--- src/rtl/p_status_reg.sv ---
// Processor status register: six stored flags (N,V,D,I,Z,C) with per-bit
// priority resolution, stack push/pull formatting, branch test and IRQ mask.

module p_flag_cell (
  input  logic clk,
  input  logic rst,
  input  logic pull_en,
  input  logic pull_val,
  input  logic frc_en,
  input  logic frc_val,
  input  logic op_en,
  input  logic op_val,
  input  logic upd_en,
  input  logic upd_val,
  input  logic rst_val,
  output logic d,
  output logic q
);
  // d is exported so same-edge consumers can see the value being loaded
  always_comb begin
    d = q;
    if (rst)          d = rst_val;
    else if (pull_en) d = pull_val;
    else if (frc_en)  d = frc_val;
    else if (op_en)   d = op_val;
    else if (upd_en)  d = upd_val;
  end

  always_ff @(posedge clk) q <= d;
endmodule

module p_status_reg (
  input  logic       clk,
  input  logic       rst,
  input  logic [7:0] alu_status,
  input  logic       upd_nz,
  input  logic       upd_c,
  input  logic       upd_v,
  input  logic [2:0] flag_op,
  input  logic       pull_load,
  input  logic [7:0] pull_data,
  input  logic       int_entry,
  input  logic       brk_flag,
  input  logic       sync,
  input  logic [1:0] br_sel,
  input  logic       br_val,
  output logic [7:0] p_out,
  output logic [7:0] p_push,
  output logic       br_taken,
  output logic       irq_inhibit,
  output logic       carry_out
);
  localparam int NUM_FLAGS = 6;
  localparam int FC = 0, FZ = 1, FI = 2, FD = 3, FV = 4, FN = 5;

  localparam logic [2:0] OP_CLC = 3'd1, OP_SEC = 3'd2, OP_CLI = 3'd3,
                         OP_SEI = 3'd4, OP_CLV = 3'd5, OP_CLD = 3'd6,
                         OP_SED = 3'd7;

  logic [NUM_FLAGS-1:0] pull_v, frc_en, frc_val, op_en, op_val;
  logic [NUM_FLAGS-1:0] upd_en, upd_val, rst_v, flag_d, flag_q;
  logic                 unused_bits;

  // Status byte and ALU flag word share bit positions for N,V,D,I,Z,C
  assign pull_v  = {pull_data[7:6], pull_data[3:0]};
  assign rst_v   = NUM_FLAGS'(1) << FI;
  assign frc_en  = NUM_FLAGS'(int_entry) << FI;
  assign frc_val = NUM_FLAGS'(1) << FI;

  assign upd_en  = {upd_nz, upd_v, 1'b0, 1'b0, upd_nz, upd_c};
  assign upd_val = {alu_status[7:6], 1'b0, 1'b0, alu_status[1:0]};

  always_comb begin
    op_en  = '0;
    op_val = '0;
    unique case (flag_op)
      OP_CLC:  begin op_en[FC] = 1'b1; op_val[FC] = 1'b0; end
      OP_SEC:  begin op_en[FC] = 1'b1; op_val[FC] = 1'b1; end
      OP_CLI:  begin op_en[FI] = 1'b1; op_val[FI] = 1'b0; end
      OP_SEI:  begin op_en[FI] = 1'b1; op_val[FI] = 1'b1; end
      OP_CLV:  begin op_en[FV] = 1'b1; op_val[FV] = 1'b0; end
      OP_CLD:  begin op_en[FD] = 1'b1; op_val[FD] = 1'b0; end
      OP_SED:  begin op_en[FD] = 1'b1; op_val[FD] = 1'b1; end
      default: ;
    endcase
  end

  for (genvar g = 0; g < NUM_FLAGS; g++) begin : g_flag
    p_flag_cell u_cell (
      .clk     (clk),
      .rst     (rst),
      .pull_en (pull_load),
      .pull_val(pull_v[g]),
      .frc_en  (frc_en[g]),
      .frc_val (frc_val[g]),
      .op_en   (op_en[g]),
      .op_val  (op_val[g]),
      .upd_en  (upd_en[g]),
      .upd_val (upd_val[g]),
      .rst_val (rst_v[g]),
      .d       (flag_d[g]),
      .q       (flag_q[g])
    );
  end

  // Mask follows I only at instruction boundaries, except on interrupt entry
  always_ff @(posedge clk) begin
    if (rst)            irq_inhibit <= 1'b1;
    else if (int_entry) irq_inhibit <= flag_d[FI];
    else if (sync)      irq_inhibit <= flag_q[FI];
  end

  assign p_out     = {flag_q[FN], flag_q[FV], 1'b1, 1'b0,     flag_q[FD], flag_q[FI], flag_q[FZ], flag_q[FC]};
  assign p_push    = {flag_q[FN], flag_q[FV], 1'b1, brk_flag, flag_q[FD], flag_q[FI], flag_q[FZ], flag_q[FC]};
  assign carry_out = flag_q[FC];

  always_comb begin
    unique case (br_sel)
      2'd0:    br_taken = (flag_q[FN] == br_val);
      2'd1:    br_taken = (flag_q[FV] == br_val);
      2'd2:    br_taken = (flag_q[FC] == br_val);
      default: br_taken = (flag_q[FZ] == br_val);
    endcase
  end

  assign unused_bits = ^{alu_status[5:2], pull_data[5:4]};
endmodule

--- config.mk ---
export PLATFORM = sky130hd
export DESIGN_NAME = p_status_reg
export DESIGN_NICKNAME = d
export VERILOG_FILES = /design/src/rtl/p_status_reg.sv
export SDC_FILE = /design/constraint.sdc
export NUM_CORES = 1
export LEC_CHECK = 0
export ABC_AREA = 1
export BUFFER_PORTS_ARGS = -buffer_cell sky130_fd_sc_hd__buf_4
export CELL_PAD_IN_SITES_DETAIL_PLACEMENT = 1
export CELL_PAD_IN_SITES_GLOBAL_PLACEMENT = 2
export CORE_MARGIN = 3
export CORE_UTILIZATION = 17
export DETAILED_ROUTE_END_ITERATION = 7
export PLACE_DENSITY = 0.91
export SLEW_MARGIN = 5
export SYNTH_ARGS = -nofsm -noshare
export SYNTH_HDL_FRONTEND = slang
export SYNTH_SLANG_ARGS = --single-unit
--- constraint.sdc ---
create_clock -name clk -period 1.5 [get_ports clk]
set_clock_uncertainty 0.05 [all_clocks]
set_input_delay 0.075 -clock clk [delete_from_list [all_inputs] [get_ports clk]]
set_output_delay 0.075 -clock clk [all_outputs]
set_load 0.1 [all_outputs]
==> key figures <==
Outcome
  – Status: finished, final reports clean

Synth
  – Post-synthesis cell type count: 13
  – #FFs+latches synth: 7
  – Post-Synth Simple-Gate Area: 32.96%
  – Sequential area share after synthesis: around a quarter
  – Compound-Gate Fraction of Synth Area: 11.06%
  – Synth top cells by count: nand2_1, buf_4, nand3_1
  – Asr flop ratio synth: 0%
  – Post-Synth XOR/XNOR Area: 0%
  – Post-Synthesis Cells: 93
  – Area leader, netlist: dfxtp_1
  – Largest cells by area after synthesis: dfxtp_1, buf_4, nand2_1
  – Synth top area share: 24.78%
  – Synthesized area per cell: 6.081 um2
  – Most instantiated library cell after synthesis: nand2_1
  – Main combinational cell family by area after synthesis: simple AND/OR/NAND/NOR gates
  – EDFF count, synth: 0
  – Syn Std Cell Area: approximately 570 um2
  – Mux contribution to synthesized area: 0%
  – Predominant post-synthesis flop cell: dfxtp_1
  – Synth Area in Adders: 0%
  – Yosys warning count: 0

Global routing
  – GR Overflow Total: 0
  – First-pass GRT wire length: about 2.6 mm
  – Vias in the first global route: 619
  – Pin count of the biggest net entering global routing: 11
  – Antenna violations before repair: 0
  – Total track usage: 7.908%

STA
  – Setup violators final: 0
  – Final Hold Vio Count: 0
  – Setup TNS: 0 ns
  – Worst hold margin: 0.01363 ns
  – Fmax: ~760 MHz
  – Worst setup margin: 0.1851 ns
  – Crit path time final: 1.315 ns
  – RSZ-0062 raised after global routing: no
  – Final Cycle Share: 87.66%
  – Final slew viol count: 0

Clock tree
  – H-tree Lvls: 1
  – Num CTS Buffers: 3
  – Clock Latency Late Sink: 0.24 ns
  – CTS root buffer: clkbuf_4
  – Postcts setup bufs: 0
  – Clk sinks: 7
  – Worst-case clock buffer depth: 2
  – Clock-pin slew on the worst setup and hold paths: 0.05 ns
  – CTS tree: built

Setup path
  – Cells on worst reg2reg path: 4
  – CP Class: flip-flop to primary output
  – Req. time, crit path: around 1.4 ns
  – Worst path cell trace: nand2_1 -> nand3b_1 -> nand3_1 -> nand2_2 -> buf_6
  – Kind of start point of the critical path: flip-flop
  – Worst EP arrival: about 1.2 ns
  – Crit path capture type: primary output
  – Slowest cell on the critical path: dfxtp_1
  – Max incr delay on CP: 0.38 ns
  – CP max FO: 4

Run
  – Max-cap violations: 0

Layout
  – Nets: approximately 150
  – FF/Latch Area: approximately 140 um2
  – Diode count: 0
  – Area of the multi-input gates: 262.8 um2
  – Share of post-route cells with drive strength above 1: 38.84%
  – Fillers: around 420
  – Fin area: 833.3 um2
  – Area growth syn-to-layout: 47.35%

Pwr
  – Peak VDD IR: 0.2144 mV
  – Static Leak: 0.4558 nW
  – Total power per unit cell area: 957.7 mW/mm2

Detailed routing
  – # DRC: 0
  – Number of vias per cell: between 3 and 4
  – Routed WL: 1.587 mm
  – ANT nets after route: 0
  – DR iter-0 viols: 5
  – WL per Instance: between 9 and 10 um
  – Drt first pass iters: 3
  – Vias: 608

Die
  – Die ar.: 0.004055 mm2
  – Ports: 50
  – # rows: 20
  – Chip height: approximately 64 um
  – Die W: 63.68 um
  – Starting density of the core: a little under a fifth
  – Core area: 0.003103 mm2

Worst hold path
  – Worst hold path depth: 3
  – Min-delay worst type: input pin to flip-flop

Place
  – Dpl ws: around 0.37 ns
  – Placement Cell Area: approximately 790 um2
  – I/O Buffers: 38
  – HPWL after detailed placement: 1.417 mm
  – GPL Wtd Cong: 0.6725
-- path summary, 6_finish.rpt --
| kind | startpoint | to | slack [ns] |
|---|---|---|---|
| setup / recovery | g_flag[4].u_cell.q | br_taken | 0.19 |
| hold reg to reg | g_flag[2].u_cell.q | g_flag[2].u_cell.q | 0.53 |
| setup reg to reg | g_flag[0].u_cell.q | g_flag[0].u_cell.q | 0.60 |
| hold / removal | int_entry | irq_inhibit | 0.01 |
-- cells in the final DEF, fill, tap and decap left out --
cell           netlist  final
dfxtp_1              7      6
nand3_1             11     11
inv_2                3      3
conb_1               2      3
o21ai_0              2      2
dlygate4sd3_1        0      1
nand2_2              0      1
inv_1               10     10
o21ai_1              3      3
nor2_1               5      5
buf_6                0      1
clkbuf_4             0      3
buf_4               16     37
nand3b_1             2      2
dfxtp_2              0      1
o31ai_2              1      1
nand2_1             26     25
a21oi_1              5      5
clkbuf_1             0      1
-- cell families (layout without fill, tap and decap cells) --
logic type | count (synthesis) | after routing
compound gates | 11 | 11
simple gates | 44 | 44
flops | 7 | 7
buf+inv | 29 | 56
other cells | 2 | 3
-- per-layer routing --
layer	routed length, um	track usage, %
met1	650	7.807
met2	805	14.73
met3	95	2.317
met4	35	4.043
met5	0	0
-- critical path, delay by kind of cell (launching register included) --
family,cells,cell delay [ns]
flip-flops,1,0.38
AND/OR/NAND/NOR,4,0.36
buffers and inverters,1,0.22
-- area by class of cell --
type | count | area share, %
Inverter | 13 | 5.856
Tap cell | 44 | 6.607
Multi-Input combinational cell | 58 | 31.53
Timing Repair Buffer | 39 | 35.89
Clock buffer | 4 | 3.153
Sequential cell | 7 | 16.97
-- through the flow --
stage | util, % | cells | power (mW)
after floorplan | - | 94 | 0.5699
after global placement | 25.56 | 160 | 0.6329
after detailed placement | 25.56 | 160 | 0.6380
after CTS | 26.73 | 165 | 0.8082
after global routing | 26.85 | 165 | 0.8383
final | 26.85 | 165 | 0.7980
-- power by group --
group | switching [mW] | internal, mW
clock | 0.0614 | 0.101
combinational | 0.317 | 0.105
sequential | 0.0134 | 0.200
total | 0.392 | 0.406
-- registers in the layout (all words and copies together), names as in the netlist --
register	count
g_flag.u_cell.q	6
irq_inhibit	1
-- what timing repair did --
item,in CTS,in global routing
hold endpoints to repair,1,0
endpoints found under the setup margin,0,1
gates resized for setup,0,1
hold buffers,1,0
Power figures use the tool's default switching activity.
